**src/rtl/alu_op_sequencer.sv**
```systemverilog
// Issues one operation per command handshake to the selected ALU unit and returns its result.
// Latency: result 2 cycles after acceptance (timeout: TIMEOUT_CYC+1); result held, commands blocked until Res_Ready.
module alu_op_sequencer #(
  parameter int IN_DATA_WIDTH  = 16,
  parameter int OUT_DATA_WIDTH = 17,
  parameter int TIMEOUT_CYC    = 4
) (
  input  logic                      CLK,
  input  logic                      RST,
  input  logic                      Cmd_Valid,
  output logic                      Cmd_Ready,
  input  logic [IN_DATA_WIDTH-1:0]  Cmd_A,
  input  logic [IN_DATA_WIDTH-1:0]  Cmd_B,
  input  logic [3:0]                Cmd_FUNC,
  output logic [IN_DATA_WIDTH-1:0]  A,
  output logic [IN_DATA_WIDTH-1:0]  B,
  output logic [1:0]                ALU_FUNC,
  output logic                      Arith_Enable,
  output logic                      Logic_Enable,
  output logic                      CMP_Enable,
  output logic                      Shift_Enable,
  input  logic [OUT_DATA_WIDTH-1:0] Arith_OUT,
  input  logic [OUT_DATA_WIDTH-1:0] Logic_OUT,
  input  logic [OUT_DATA_WIDTH-1:0] CMP_OUT,
  input  logic [OUT_DATA_WIDTH-1:0] Shift_OUT,
  input  logic                      Arith_Flag,
  input  logic                      Logic_Flag,
  input  logic                      CMP_Flag,
  input  logic                      Shift_Flag,
  output logic                      Res_Valid,
  input  logic                      Res_Ready,
  output logic [OUT_DATA_WIDTH-1:0] Res_Data,
  output logic                      Res_Err
);

  localparam int              CNT_W   = 4;
  localparam logic [CNT_W-1:0] TO_LAST = CNT_W'(TIMEOUT_CYC - 1);

  typedef enum logic [1:0] {
    S_IDLE  = 2'd0,
    S_ISSUE = 2'd1,
    S_WAIT  = 2'd2,
    S_HOLD  = 2'd3
  } state_t;

  state_t                    state;
  state_t                    state_nxt;
  logic [1:0]                unit_sel;
  logic [1:0]                unit_sel_nxt;
  logic [CNT_W-1:0]          to_cnt;
  logic [CNT_W-1:0]          to_cnt_nxt;
  logic [3:0]                en;
  logic [3:0]                en_nxt;
  logic [IN_DATA_WIDTH-1:0]  a_nxt;
  logic [IN_DATA_WIDTH-1:0]  b_nxt;
  logic [1:0]                func_nxt;
  logic                      res_vld_nxt;
  logic                      res_err_nxt;
  logic [OUT_DATA_WIDTH-1:0] res_dat_nxt;
  logic                      sel_flag;
  logic [OUT_DATA_WIDTH-1:0] sel_out;
  logic                      cmd_acc;
  logic                      to_hit;

  assign Cmd_Ready = (state == S_IDLE);
  assign cmd_acc   = Cmd_Valid && Cmd_Ready;
  assign to_hit    = (to_cnt == TO_LAST);

  // en bit order follows the unit select encoding: arith, logic, cmp, shift
  assign Arith_Enable = en[0];
  assign Logic_Enable = en[1];
  assign CMP_Enable   = en[2];
  assign Shift_Enable = en[3];

  // Only the latched unit's flag and result are visible to the FSM
  always_comb begin
    sel_flag = Arith_Flag;
    sel_out  = Arith_OUT;
    case (unit_sel)
      2'b01: begin
        sel_flag = Logic_Flag;
        sel_out  = Logic_OUT;
      end
      2'b10: begin
        sel_flag = CMP_Flag;
        sel_out  = CMP_OUT;
      end
      2'b11: begin
        sel_flag = Shift_Flag;
        sel_out  = Shift_OUT;
      end
      default: begin
        sel_flag = Arith_Flag;
        sel_out  = Arith_OUT;
      end
    endcase
  end

  always_ff @(posedge CLK or negedge RST) begin
    if (!RST) begin
      state <= S_IDLE;
    end else begin
      state <= state_nxt;
    end
  end

  always_comb begin
    state_nxt = state;
    case (state)
      S_IDLE:  if (cmd_acc) state_nxt = S_ISSUE;
      S_ISSUE: state_nxt = S_WAIT;
      S_WAIT:  if (sel_flag || to_hit) state_nxt = S_HOLD;
      S_HOLD:  if (Res_Ready) state_nxt = S_IDLE;
      default: state_nxt = S_IDLE;
    endcase
  end

  always_comb begin
    unit_sel_nxt = unit_sel;
    to_cnt_nxt   = to_cnt;
    en_nxt       = '0;
    a_nxt        = A;
    b_nxt        = B;
    func_nxt     = ALU_FUNC;
    res_vld_nxt  = Res_Valid;
    res_err_nxt  = Res_Err;
    res_dat_nxt  = Res_Data;
    case (state)
      S_IDLE: begin
        if (cmd_acc) begin
          a_nxt        = Cmd_A;
          b_nxt        = Cmd_B;
          func_nxt     = Cmd_FUNC[1:0];
          unit_sel_nxt = Cmd_FUNC[3:2];
          en_nxt       = 4'b0001 << Cmd_FUNC[3:2];
        end
      end
      S_ISSUE: begin
        to_cnt_nxt = '0;
      end
      S_WAIT: begin
        if (sel_flag) begin
          res_dat_nxt = sel_out;
          res_err_nxt = 1'b0;
          res_vld_nxt = 1'b1;
        end else if (to_hit) begin
          res_dat_nxt = '0;
          res_err_nxt = 1'b1;
          res_vld_nxt = 1'b1;
        end else begin
          to_cnt_nxt = to_cnt + 1'b1;
        end
      end
      S_HOLD: begin
        // Res_Data deliberately survives the handshake; only valid/err drop
        if (Res_Ready) begin
          res_vld_nxt = 1'b0;
          res_err_nxt = 1'b0;
        end
      end
      default: begin
        en_nxt = '0;
      end
    endcase
  end

  always_ff @(posedge CLK or negedge RST) begin
    if (!RST) begin
      unit_sel  <= '0;
      to_cnt    <= '0;
      en        <= '0;
      A         <= '0;
      B         <= '0;
      ALU_FUNC  <= '0;
      Res_Valid <= 1'b0;
      Res_Err   <= 1'b0;
      Res_Data  <= '0;
    end else begin
      unit_sel  <= unit_sel_nxt;
      to_cnt    <= to_cnt_nxt;
      en        <= en_nxt;
      A         <= a_nxt;
      B         <= b_nxt;
      ALU_FUNC  <= func_nxt;
      Res_Valid <= res_vld_nxt;
      Res_Err   <= res_err_nxt;
      Res_Data  <= res_dat_nxt;
    end
  end

endmodule

```
**config.mk**
```make
export PLATFORM = sky130hd
export DESIGN_NAME = alu_op_sequencer
export DESIGN_NICKNAME = d
export VERILOG_FILES = /design/src/rtl/alu_op_sequencer.sv
export SDC_FILE = /design/constraint.sdc
export NUM_CORES = 1
export LEC_CHECK = 0
export BUFFER_PORTS_ARGS = -buffer_cell sky130_fd_sc_hd__buf_2
export CAP_MARGIN = 20
export CORE_MARGIN = 3
export CORE_UTILIZATION = 44
export DETAILED_ROUTE_END_ITERATION = 10
export PLACE_DENSITY_LB_ADDON = 0.15
export SYNTH_ARGS = -nofsm -noshare
export SYNTH_HDL_FRONTEND = slang
export SYNTH_SLANG_ARGS = --single-unit
```
**constraint.sdc**
```tcl
create_clock -name CLK -period 2.55 [get_ports CLK]
set_input_delay 0.1275 -clock CLK [delete_from_list [all_inputs] [get_ports CLK]]
set_output_delay 0.1275 -clock CLK [all_outputs]
set_load 0.02 [all_outputs]
```
* Word level (Yosys, flattened, before mapping)
Cells that the tools add are included.
** Storage, ports and cells
- Register bits after elaboration :: 65
- Input bits :: 112
- Output and inout bits :: 58
- Logic and storage cells :: 55
** Operators by class
- Add/subtract/negate cells :: 1
- Equal/unequal tests :: 13
- Shifts and indexed selects :: 1
- Mux-type cells :: 19
- Reduce and logical (&&, ||, !) cells :: 11
** Operators by type and width (number)
- one-hot mux 17 bit (3 select lines) :: 1
- two-way mux 17 bit :: 2
- two-way mux 4 bit :: 4
- AND reduction 3 bit :: 3
- == test 2 bit, second input constant :: 4
- != test 2 bit, second input constant :: 4
- one-hot mux 2 bit (4 select lines) :: 1
- one-hot mux 4 bit (2 select lines) :: 1
- two-way mux 2 bit :: 3
- nonzero test 2 bit :: 3
- adder 4 x 1 -> 4 bit, second input constant :: 1
- == test 2 x 1 -> 1 bit, second input constant :: 2
- == test 4 x 2 -> 1 bit, second input constant :: 1
- two-way mux 1 bit :: 4
- one-hot mux 1 bit (2 select lines) :: 2
- AND reduction 2 bit :: 2
- left shift 1 x 2 -> 4 bit, first input constant :: 1
- != test 3 bit, second input constant :: 1
- one-hot mux 1 bit (3 select lines) :: 1
- zero test 2 bit :: 1
- != test 2 x 1 -> 1 bit, second input constant :: 1
- logical AND 1 bit :: 1
- logical OR 1 bit :: 1

* Depth between registers and ports, before layout
Gate-level depths: netlist of the first run.
- Depth after elaboration :: 5
- Depth in mapped cells :: 7

* Worst setup path after synthesis of the first run
No wires, ideal clock.
- Path type :: register to register
- Start :: register state[0]
- End :: register A[10]
- Library setup time :: 125 ps
- Arrival :: 1870 ps
- Required time :: 2425 ps
- Path slack :: 556 ps
- Cell stages (with the launch flop) :: 7
- Buffers on the path :: 2
- Period minus slack after synthesis :: 1994 ps
- Cells stage by stage :: dfrtp_1 inv_1 ha_1 nand2_1 clkbuf_1 buf_1 mux2_2
** On the way
- Cells in the longest elaborated chain, start to end :: 3
** RTL lines
- from (decl) :: RTL line 46 : state_t state;
- from (signal assigned) :: RTL line 103 : state <= state_nxt;
- zero test 2 bit * :: RTL line 65 : assign Cmd_Ready = (state == S_IDLE);
- via Cmd_Ready :: RTL line 11 : output logic Cmd_Ready,
- logical AND 1 bit :: RTL line 66 : assign cmd_acc = Cmd_Valid && Cmd_Ready;
- AND reduction 2 bit (no source line) *
- to (signal assigned) :: RTL line 182 : A <= a_nxt;
- to (decl) :: RTL line 15 : output logic [IN_DATA_WIDTH-1:0] A,
Mark *: on every way through the listed nets, which the timed path passes. The rest lies on a longest branch.
A chain may end at the register's enable or synchronous reset.

* Worst setup path after layout of the first run
- Start :: register state[0]
- End :: register state[1]
** On the way
- Cells in the longest elaborated chain, start to end :: 4
- Elaborated cells on any way between the ends :: 10
** RTL lines (RTL line)
- zero test 2 bit :: 65, 109
- logical AND 1 bit :: 66
- != test 2 x 1 -> 1 bit (no source line)
- AND reduction 3 bit (no source line)
Parallel ways exist; a longest one is shown, timed or not.

==> impl_metrics.tcl, run 1 <==
set metrics [dict create \
    slowest_stage "o311ai_1" \
    mappedNetlistArea_um2 3008 \
    wl_per_cell_um 15.38 \
    hp-class "primary input to register" \
    num_rows 29 \
    crit-reg2reg-capture "state[1]" \
    grt_first_pass_wirelength_um 10870 \
    final_nets 499 \
    tightestPinTransition_ps 939.3 \
    place_area_um2 3911 \
    finalHoldViolations 0 \
    path_max_fanout 11 \
    place_ws_ps 514.2 \
    ctsRootBufferMaster "clkbuf_8" \
    hpwl_um 5551 \
    reg2regPathDepth 5 \
    worstPathArrival_ps 2270 \
    timing.fmax_mhz 487.7 \
    regArea_um2 1627 \
    clk_path_buf_depth 2 \
    die_w_um 88.68 \
    fill_cells 537 \
    n_antenna_cell 0 \
    clock_skew_ps 8.399 \
    power_mw 5.277 \
    ys_seq_area_share_pct 54.08 \
    postCtsSetupRepairBufs 0 \
    path_clk_slew_ps 80 \
    critPathMostFrequentCell "inv_1" \
    yosys.cell_count.top_type "dfrtp_1" \
    cts_inserted_buffers 9 \
    die_y_um 88.68 \
    area_growth_pct 40.31 \
    async_flop_share_pct 100.0 \
    peakVddDrop_uv 448.0 \
    yosysWarnings 0 \
    grt_overflow 0 \
    cp-endpoint "state[1]" \
    drc 0 \
    place.gp.congestion 0.7640 \
    setup_violations 0 \
    worst_slack_ps 499.5 \
    r2r_slack_ps 500 \
    insertion_delay_ps 340 \
    routed_via_density 5.034 \
    synth_top_family_by_area "multiplexers" \
    run_status "finished clean" \
    hold_ws_ps 13.54 \
    drive_above_1_share_pct 63.57 \
    syn_nets 319 \
    synth_area_leader_cell "dfrtp_1" \
    synthMuxAreaShare_pct 27.25 \
    antenna_found_initial 0 \
    rsz0062_at_grt "no" \
    slowest_delay_ps 460 \
    die_area_um2 7864 \
    htree_levels 3 \
    timing.setup.tns_ps 0 \
    critPathCaptureType "register" \
    finalMaxSlewViolations 0 \
    required_ps 2770 \
    crit_chain "inv_1, ha_1, inv_1, o311ai_1, mux2_1" \
    synth_simple_gate_area_share_pct 5.449 \
    grt_pass1_vias 2413 \
    yosys.area.top_type_share_pct 54.08 \
    finalCritPeriodShare_pct 80.41 \
    synth-edff-count 0 \
    r2r_start "state[0]" \
    synth_compound_area_share_pct 7.987 \
    synth_xor_area_share_pct 0 \
    grt_max_degree 44 \
    power_density_nw_per_um2 1250 \
    period_needed_ps 2050 \
    syn_inst 202 \
    synthAdderAreaFrac_pct 2.080 \
    start_kind "register" \
    start_util_pct 46.31 \
    critPathKind "register to register" \
    synthTopCellsByCount "65 x dfrtp_1, 34 x mux2_2, 18 x mux4_2, 17 x a22o_1, 10 x nand2_1" \
    p_leak_nw 2.121 \
    numClockSinks 65 \
    first_pass_iters 4 \
    maxCapViolCount 0 \
    netlist-cell-type-count 32 \
    synth_flop_cell "dfrtp_1" \
    drt-total-wl_um 7136 \
    grt_usage_pct 18.38 \
    core_area_um2 6495 \
    tritoncts "yes" \
    postRouteAntennaNets 0 \
    io_pins 170 \
    final_cell_area_um2 4220 \
    io_buffers 169 \
    syn_avg_cell_area_um2 14.89 \
    drt-initial-drc-count 31 \
    multi_input_area_um2 1286 \
    critPathLaunch "state[0]" \
    slew_headroom_pct 37.38 \
    ys_ff_latch 65 \
    synth_area_leaders "dfrtp_1 54%, mux4_2 13%, mux2_2 13%" \
    vias 2336 \
]
==> critical path: cells and delay by family, from the launching register on <==
kind                       cells  cell delay (ps)
AOI/OAI and AO/OA              1              460
DFF                            1              400
adders and majority gates      1              400
muxes                          1              370
buffers and inverters          2              290
==> flip-flops by register name (all words and copies together), names as in the netlist, 2 cells and up <==
| signal | count |
|---|---|
| Res_Data | 17 |
| A | 16 |
| B | 16 |
| en | 4 |
| to_cnt | 4 |
| ALU_FUNC | 2 |
| state | 2 |
| unit_sel | 2 |
==> per-layer routing <==
metal	part of all wire [%]	GRT usage, %	vias to the layer above
met4	2.4	9.753	0
met2	53	31.65	103
met5	0	0	-
li1	-	-	1121
met3	6.8	4.376	14
met1	38	21.12	1098
==> how the worst min path moves through the flow <==
stage               startpoint     endpoint  slack [ps]  depth (start not counted)
floorplan                  RST  ALU_FUNC[0]        -170                          0
global placement           RST     state[0]         310                          1
detailed placement         RST     state[1]         320                          1
CTS                   Cmd_A[4]         A[4]           4                          2
global route         Cmd_B[15]        B[15]         0.3                          2
finish                Cmd_A[2]         A[2]          10                          2
==> layout by cell type, fill, tap and decap left out <==
master	synthesis	final
a21bo_2	1	1
a21oi_1	1	1
a22o_1	17	17
and2_1	1	1
buf_2	3	169
buf_4	0	5
bufinv_16	0	2
clkbuf_8	0	10
clkinv_2	0	1
clkinv_4	0	3
dfrtp_1	65	65
dlygate4sd3_1	0	8
ha_1	5	5
inv_1	5	5
mux2_1	1	1
mux2_2	34	34
mux2i_1	2	2
mux4_2	18	18
nand2_1	10	10
nand2b_1	3	3
nand3_1	3	3
nor2_1	5	5
nor2b_1	1	1
nor3_1	3	3
nor3_2	1	1
nor3b_2	1	1
o211ai_1	2	2
o21ai_0	2	2
o21ai_4	1	1
o311ai_1	3	3
o41ai_1	1	1
or3_1	1	1
or4_1	1	1
or4b_1	1	1
==> layout make-up <==
| cell class | count | area share [%] |
|---|---|---|
| clock buffers | 10 | 3.261 |
| clock inverters | 6 | 2.164 |
| inverters | 5 | 0.4447 |
| multi-input cells | 119 | 30.48 |
| flip-flops and latches | 65 | 38.54 |
| well taps | 77 | 2.283 |
| repair buffers | 182 | 22.83 |
==> stage by stage <==
| stage | instances | util, % |
|---|---|---|
| after detailed placement | 440 | 60.22 |
| after CTS | 460 | 64.36 |
| after global routing | 464 | 64.98 |
| final | 464 | 64.98 |
| after floorplan | 202 | - |
| after global placement | 440 | 60.22 |
==> where the power goes <==
group | internal (mW) | switching, mW
registers | 1.52 | 0.243
clock network | 0.580 | 0.398
logic | 1.17 | 1.37
total | 3.26 | 2.01
==> logic make-up after synthesis <==
group                    Yosys count
multiplexers                      55
buffers and inverters             18
flip-flops                        65
adder cells (fa/ha/maj)            5
AO/OA/AOI/OAI                     28
AND/OR/NAND/NOR                   31
==> repair_timing <==
| action | 4_1_cts | 5_1_grt |
|---|---|---|
| resized for setup | 0 | 0 |
| endpoints found under the hold margin | 45 | 4 |
| hold buffers | 4 | 4 |
(Power assumes the default switching activity.)
==> run 2: changes to the inputs <==
Settings changed: CORE_UTILIZATION 44 to 40.
Clock period 2.55 ns to 1.8 ns, I/O delays scaled along.
==> impl_metrics.tcl, run 2 (synthesized netlist as in run 1, its figures left out) <==
set metrics [dict create \
    run_status "finished clean" \
    worstPathArrival_ps 1940 \
    io_buffers 169 \
    first_pass_iters 4 \
    n_antenna_cell 0 \
    wl_per_cell_um 15.70 \
    grt_pass1_vias 2695 \
    core_area_um2 7057 \
    slew_headroom_pct 75.66 \
    power_density_nw_per_um2 1626 \
    insertion_delay_ps 330 \
    power_mw 7.464 \
    cp_num_buf_inv 0 \
    crit_chain "mux4_2, o311ai_4, mux2_1" \
    finalCritPeriodShare_pct 95.89 \
    slowest_stage "mux4_2" \
    start_kind "register" \
    peakVddDrop_uv 926.5 \
    maxCapViolCount 0 \
    finalHoldViolations 0 \
    drive_above_1_share_pct 60.14 \
    final_nets 536 \
    ctsRootBufferMaster "clkbuf_8" \
    critPathCaptureType "register" \
    dp_cells 465 \
    die_area_um2 8596 \
    hpwl_um 5842 \
    path_max_fanout 8 \
    place_area_um2 4025 \
    vias 2560 \
    p_leak_nw 2.267 \
    hold_end "en[3]" \
    tightestPinTransition_ps 364.7 \
    mostFrequentLayoutCells "169 x buf_2, 65 x dfrtp_1, 37 x dlygate4sd3_1" \
    area_growth_pct 52.62 \
    critPathKind "register to register" \
    clock_skew_ps 3.472 \
    num_rows 30 \
    grt_usage_pct 19.39 \
    final_cell_area_um2 4591 \
    path_delay_family "multiplexers" \
    fill_cells 556 \
    grt_max_degree 66 \
    largest_register "Res_Data" \
    numClockSinks 65 \
    final_cells 520 \
    slowest_delay_ps 610 \
    multi_input_area_um2 1311 \
    routed_via_density 4.923 \
    regArea_um2 1627 \
    htree_levels 3 \
    hold_depth 3 \
    start_util_pct 42.62 \
    hp-start "Cmd_Valid" \
    die_w_um 92.72 \
    final_common_cell "buf_2" \
    hp-class "primary input to register" \
    drt-initial-drc-count 138 \
    reg2regPathDepth 3 \
    r2r_slack_ps 70 \
    largest_reg_flops 17 \
    antenna_found_initial 0 \
    postRouteAntennaNets 0 \
    cts_inserted_buffers 9 \
    setup_violations 0 \
    finalMaxSlewViolations 0 \
    grt_overflow 0 \
    required_ps 2010 \
    crit-reg2reg-capture "state[1]" \
    timing.fmax_mhz 579.4 \
    drc 0 \
    die_y_um 92.72 \
    drt-total-wl_um 8165 \
    place.gp.congestion 0.7603 \
    clk_path_buf_depth 2 \
    grt_first_pass_wirelength_um 13070 \
    period_needed_ps 1726 \
    r2r_start "unit_sel[0]" \
    tritoncts "yes" \
    path_clk_slew_ps 70 \
    io_pins 170 \
    reg_top3 "Res_Data (17), A (16), B (16)" \
]
==> run 2: cell count changes in the layout (fill, tap and decap cells not counted), sizes merged <==
cell	previous run	this run
dlygate4sd3	8	37
buf	174	182
bufinv	2	0
clkinvlp	0	2
==> run 2: through the flow <==
step	hold slack, ps	TNS, ps	setup slack [ps]	utilization [%]
after floorplan	-205.6	-29.25	-18.08	-
after global placement	135.2	0	36.41	57.04
after detailed placement	134.0	0	12.65	57.04
after CTS	64.55	0	24.18	64.81
after global routing	95.29	-13.59	-7.545	65.05
final	88.71	0	73.97	65.05
==> run 2: routing by layer <==
metal	track usage, %	wire, µm	up-vias
met5	0	0	-
met4	5.006	85	0
met3	5.443	482	6
met2	34.80	4523	100
met1	22.83	3074	1258
li1	-	-	1196
==> run 2: layout make-up <==
type                    instances  area share (%)
well taps                      96           2.617
repair buffers                219           29.44
clock buffers                  10           2.780
flip-flops and latches         65           35.43
multi-input cells             119           28.56
inverters                       5          0.4088
clock inverters                 6          0.7632
==> run 2: worst max-delay path by stage <==
stage                   end   startpoint  slack (ps)  cells after the start
3_5_place_dp   Res_Data[16]  unit_sel[0]          10                      3
3_3_place_gp       state[1]  unit_sel[0]          40                      3
2_1_floorplan       Res_Err  unit_sel[0]         -20                      5
5_1_grt         Res_Data[7]    to_cnt[0]          -8                      6
6_report           state[1]  unit_sel[0]          70                      3
4_1_cts            state[1]  unit_sel[0]          20                      3
==> run 2: worst reg2reg max path, cell delays in order (launching register included) <==
cell and delay [ps]:
dfrtp_1 370, mux4_2 610, o311ai_4 280, mux2_1 350
==> run 2: power by group <==
group          switching (mW)  total (mW)  internal (mW)
registers               0.376        2.53           2.15
logic                    2.05        3.91           1.86
clock network           0.539        1.03          0.489
==> run 2: what timing repair did <==
item	CTS	global route
endpoints found under the hold margin	102	0
resized for setup	0	3
pin swaps	0	1
setup endpoints to repair	7	18
hold buffers	37	0
buffers inserted	2	0
==> run 3: changes to the inputs <==
Settings changed: CORE_MARGIN 3 to not set, CORE_UTILIZATION 40 to 44.
Clock period 1.8 ns to 1.6 ns, I/O delays scaled along.
==> impl_metrics.tcl, run 3 (synthesized netlist as in run 1, its figures left out) <==
set metrics [dict create \
    rsz0062_at_grt "yes" \
    critPathKind "register to register" \
    grt_max_degree 66 \
    largest_register "Res_Data" \
    crit-reg2reg-capture "to_cnt[3]" \
    die_area_um2 7171 \
    final_common_cell "buf_2" \
    drt-initial-drc-count 129 \
    hold_end "Res_Valid" \
    drt-total-wl_um 7853 \
    core_area_um2 6459 \
    slew_headroom_pct 76.98 \
    r2r_start "unit_sel[0]" \
    fill_cells 443 \
    tightestPinTransition_ps 345.2 \
    p_leak_nw 2.331 \
    drive_above_1_share_pct 61.36 \
    grt_overflow 0 \
    grt_first_pass_wirelength_um 12140 \
    io_buffers 169 \
    grt_usage_pct 22.78 \
    tritoncts "yes" \
    vias 2547 \
    power_density_nw_per_um2 1879 \
    clock_skew_ps 8.011 \
    mostFrequentLayoutCells "169 x buf_2, 65 x dfrtp_1, 37 x dlygate4sd3_1" \
    drc 8 \
    critPathCaptureType "register" \
    hp-start "Res_Ready" \
    hp-class "primary input to register" \
    postRouteAntennaNets 0 \
    io_pins 170 \
    finalHoldViolations 0 \
    hpwl_um 5237 \
    place.gp.congestion 0.7859 \
    place_area_um2 4039 \
    die_y_um 84.68 \
    numClockSinks 65 \
    antenna_found_initial 1 \
    die_w_um 84.68 \
    run_status "finished, violations left" \
    final_cell_area_um2 4676 \
    area_growth_pct 55.45 \
    hold_ws_ps 98.34 \
    peakVddDrop_uv 875.4 \
    required_ps 1870 \
    path_max_fanout 7 \
    ctsRootBufferMaster "clkbuf_8" \
    finalCritPeriodShare_pct 106.9 \
    violations "design-rule violations, negative setup slack" \
    first_pass_iters 7 \
    timing.fmax_mhz 584.4 \
    final_nets 540 \
    htree_levels 3 \
    wl_per_cell_um 15.55 \
    largest_reg_flops 17 \
    num_rows 29 \
    setup_violations 20 \
    start_kind "register" \
    routed_via_density 5.044 \
    start_util_pct 46.57 \
    hold_depth 3 \
    clk_path_buf_depth 2 \
    period_needed_ps 1711 \
    reg_top3 "Res_Data (17), A (16), B (16)" \
    reg2regPathDepth 4 \
    insertion_delay_ps 340 \
    maxCapViolCount 0 \
    worstPathArrival_ps 1980 \
    grt_pass1_vias 2605 \
    r2r_slack_ps -110 \
    cts_inserted_buffers 9 \
    worst_slack_ps -111.2 \
    finalMaxSlewViolations 0 \
    timing.setup.tns_ps -1388 \
    path_clk_slew_ps 70 \
]
[run 3: what timing repair did]
| item | in CTS | in global routing |
|---|---|---|
| pin swaps | 1 | 3 |
| resized for setup | 4 | 4 |
| buffers inserted | 3 | 0 |
| hold buffers | 37 | 0 |
| hold endpoints to repair | 102 | 0 |
| setup endpoints to repair | 23 | 23 |
[run 3: metal layers]
metal	vias up	track usage [%]	part of all wire, %
met5	-	0	0
met4	0	12.02	3.0
met3	21	6.195	7.0
met2	124	39.76	53
met1	1199	25.50	37
li1	1203	-	-
[run 3: critical path, stage by stage (launching register included)]
cell,delay [ps]
dfrtp_1,370
mux4_2,600
buf_6,180
or4_4,410
nand3_2,80
[run 3: per-stage QoR]
step | utilization, % | setup WS, ps | std cells | power [mW]
after detailed placement | 62.53 | -160.7 | 449 | 7.195
after CTS | 72.01 | -82.83 | 504 | 8.769
final | 72.39 | -111.2 | 505 | 8.785
after global placement | 62.53 | -130.6 | 449 | 7.095
after global routing | 72.39 | -135.5 | 505 | 9.317
after floorplan | - | -217.8 | 202 | 5.819
[run 3: cell type report]
cell class | instances | area [µm²] | area share, %
repair buffers | 223 | 1398 | 29.89
inverters | 5 | 18.77 | 0.4014
clock buffers | 12 | 155.1 | 3.318
diodes | 1 | 2.502 | 0.05352
multi-input cells | 119 | 1339 | 28.63
clock inverters | 3 | 40.04 | 0.8563
well taps | 77 | 96.34 | 2.060
flip-flops and latches | 65 | 1627 | 34.79
[run 3: where the power goes]
part | switching, mW | internal [mW] | total, mW
combinational | 2.37 | 2.21 | 4.58
clock | 0.580 | 0.791 | 1.37
sequential | 0.413 | 2.42 | 2.83
[run 3: how the worst max path moves through the flow]
stage / startpoint / endpoint / depth (start not counted)
2_1_floorplan: unit_sel[0] / Res_Err / 5
3_3_place_gp: unit_sel[0] / state[1] / 3
3_5_place_dp: unit_sel[0] / state[1] / 3
4_1_cts: unit_sel[0] / to_cnt[3] / 4
5_1_grt: unit_sel[0] / Res_Data[11] / 5
6_report: unit_sel[0] / to_cnt[3] / 4
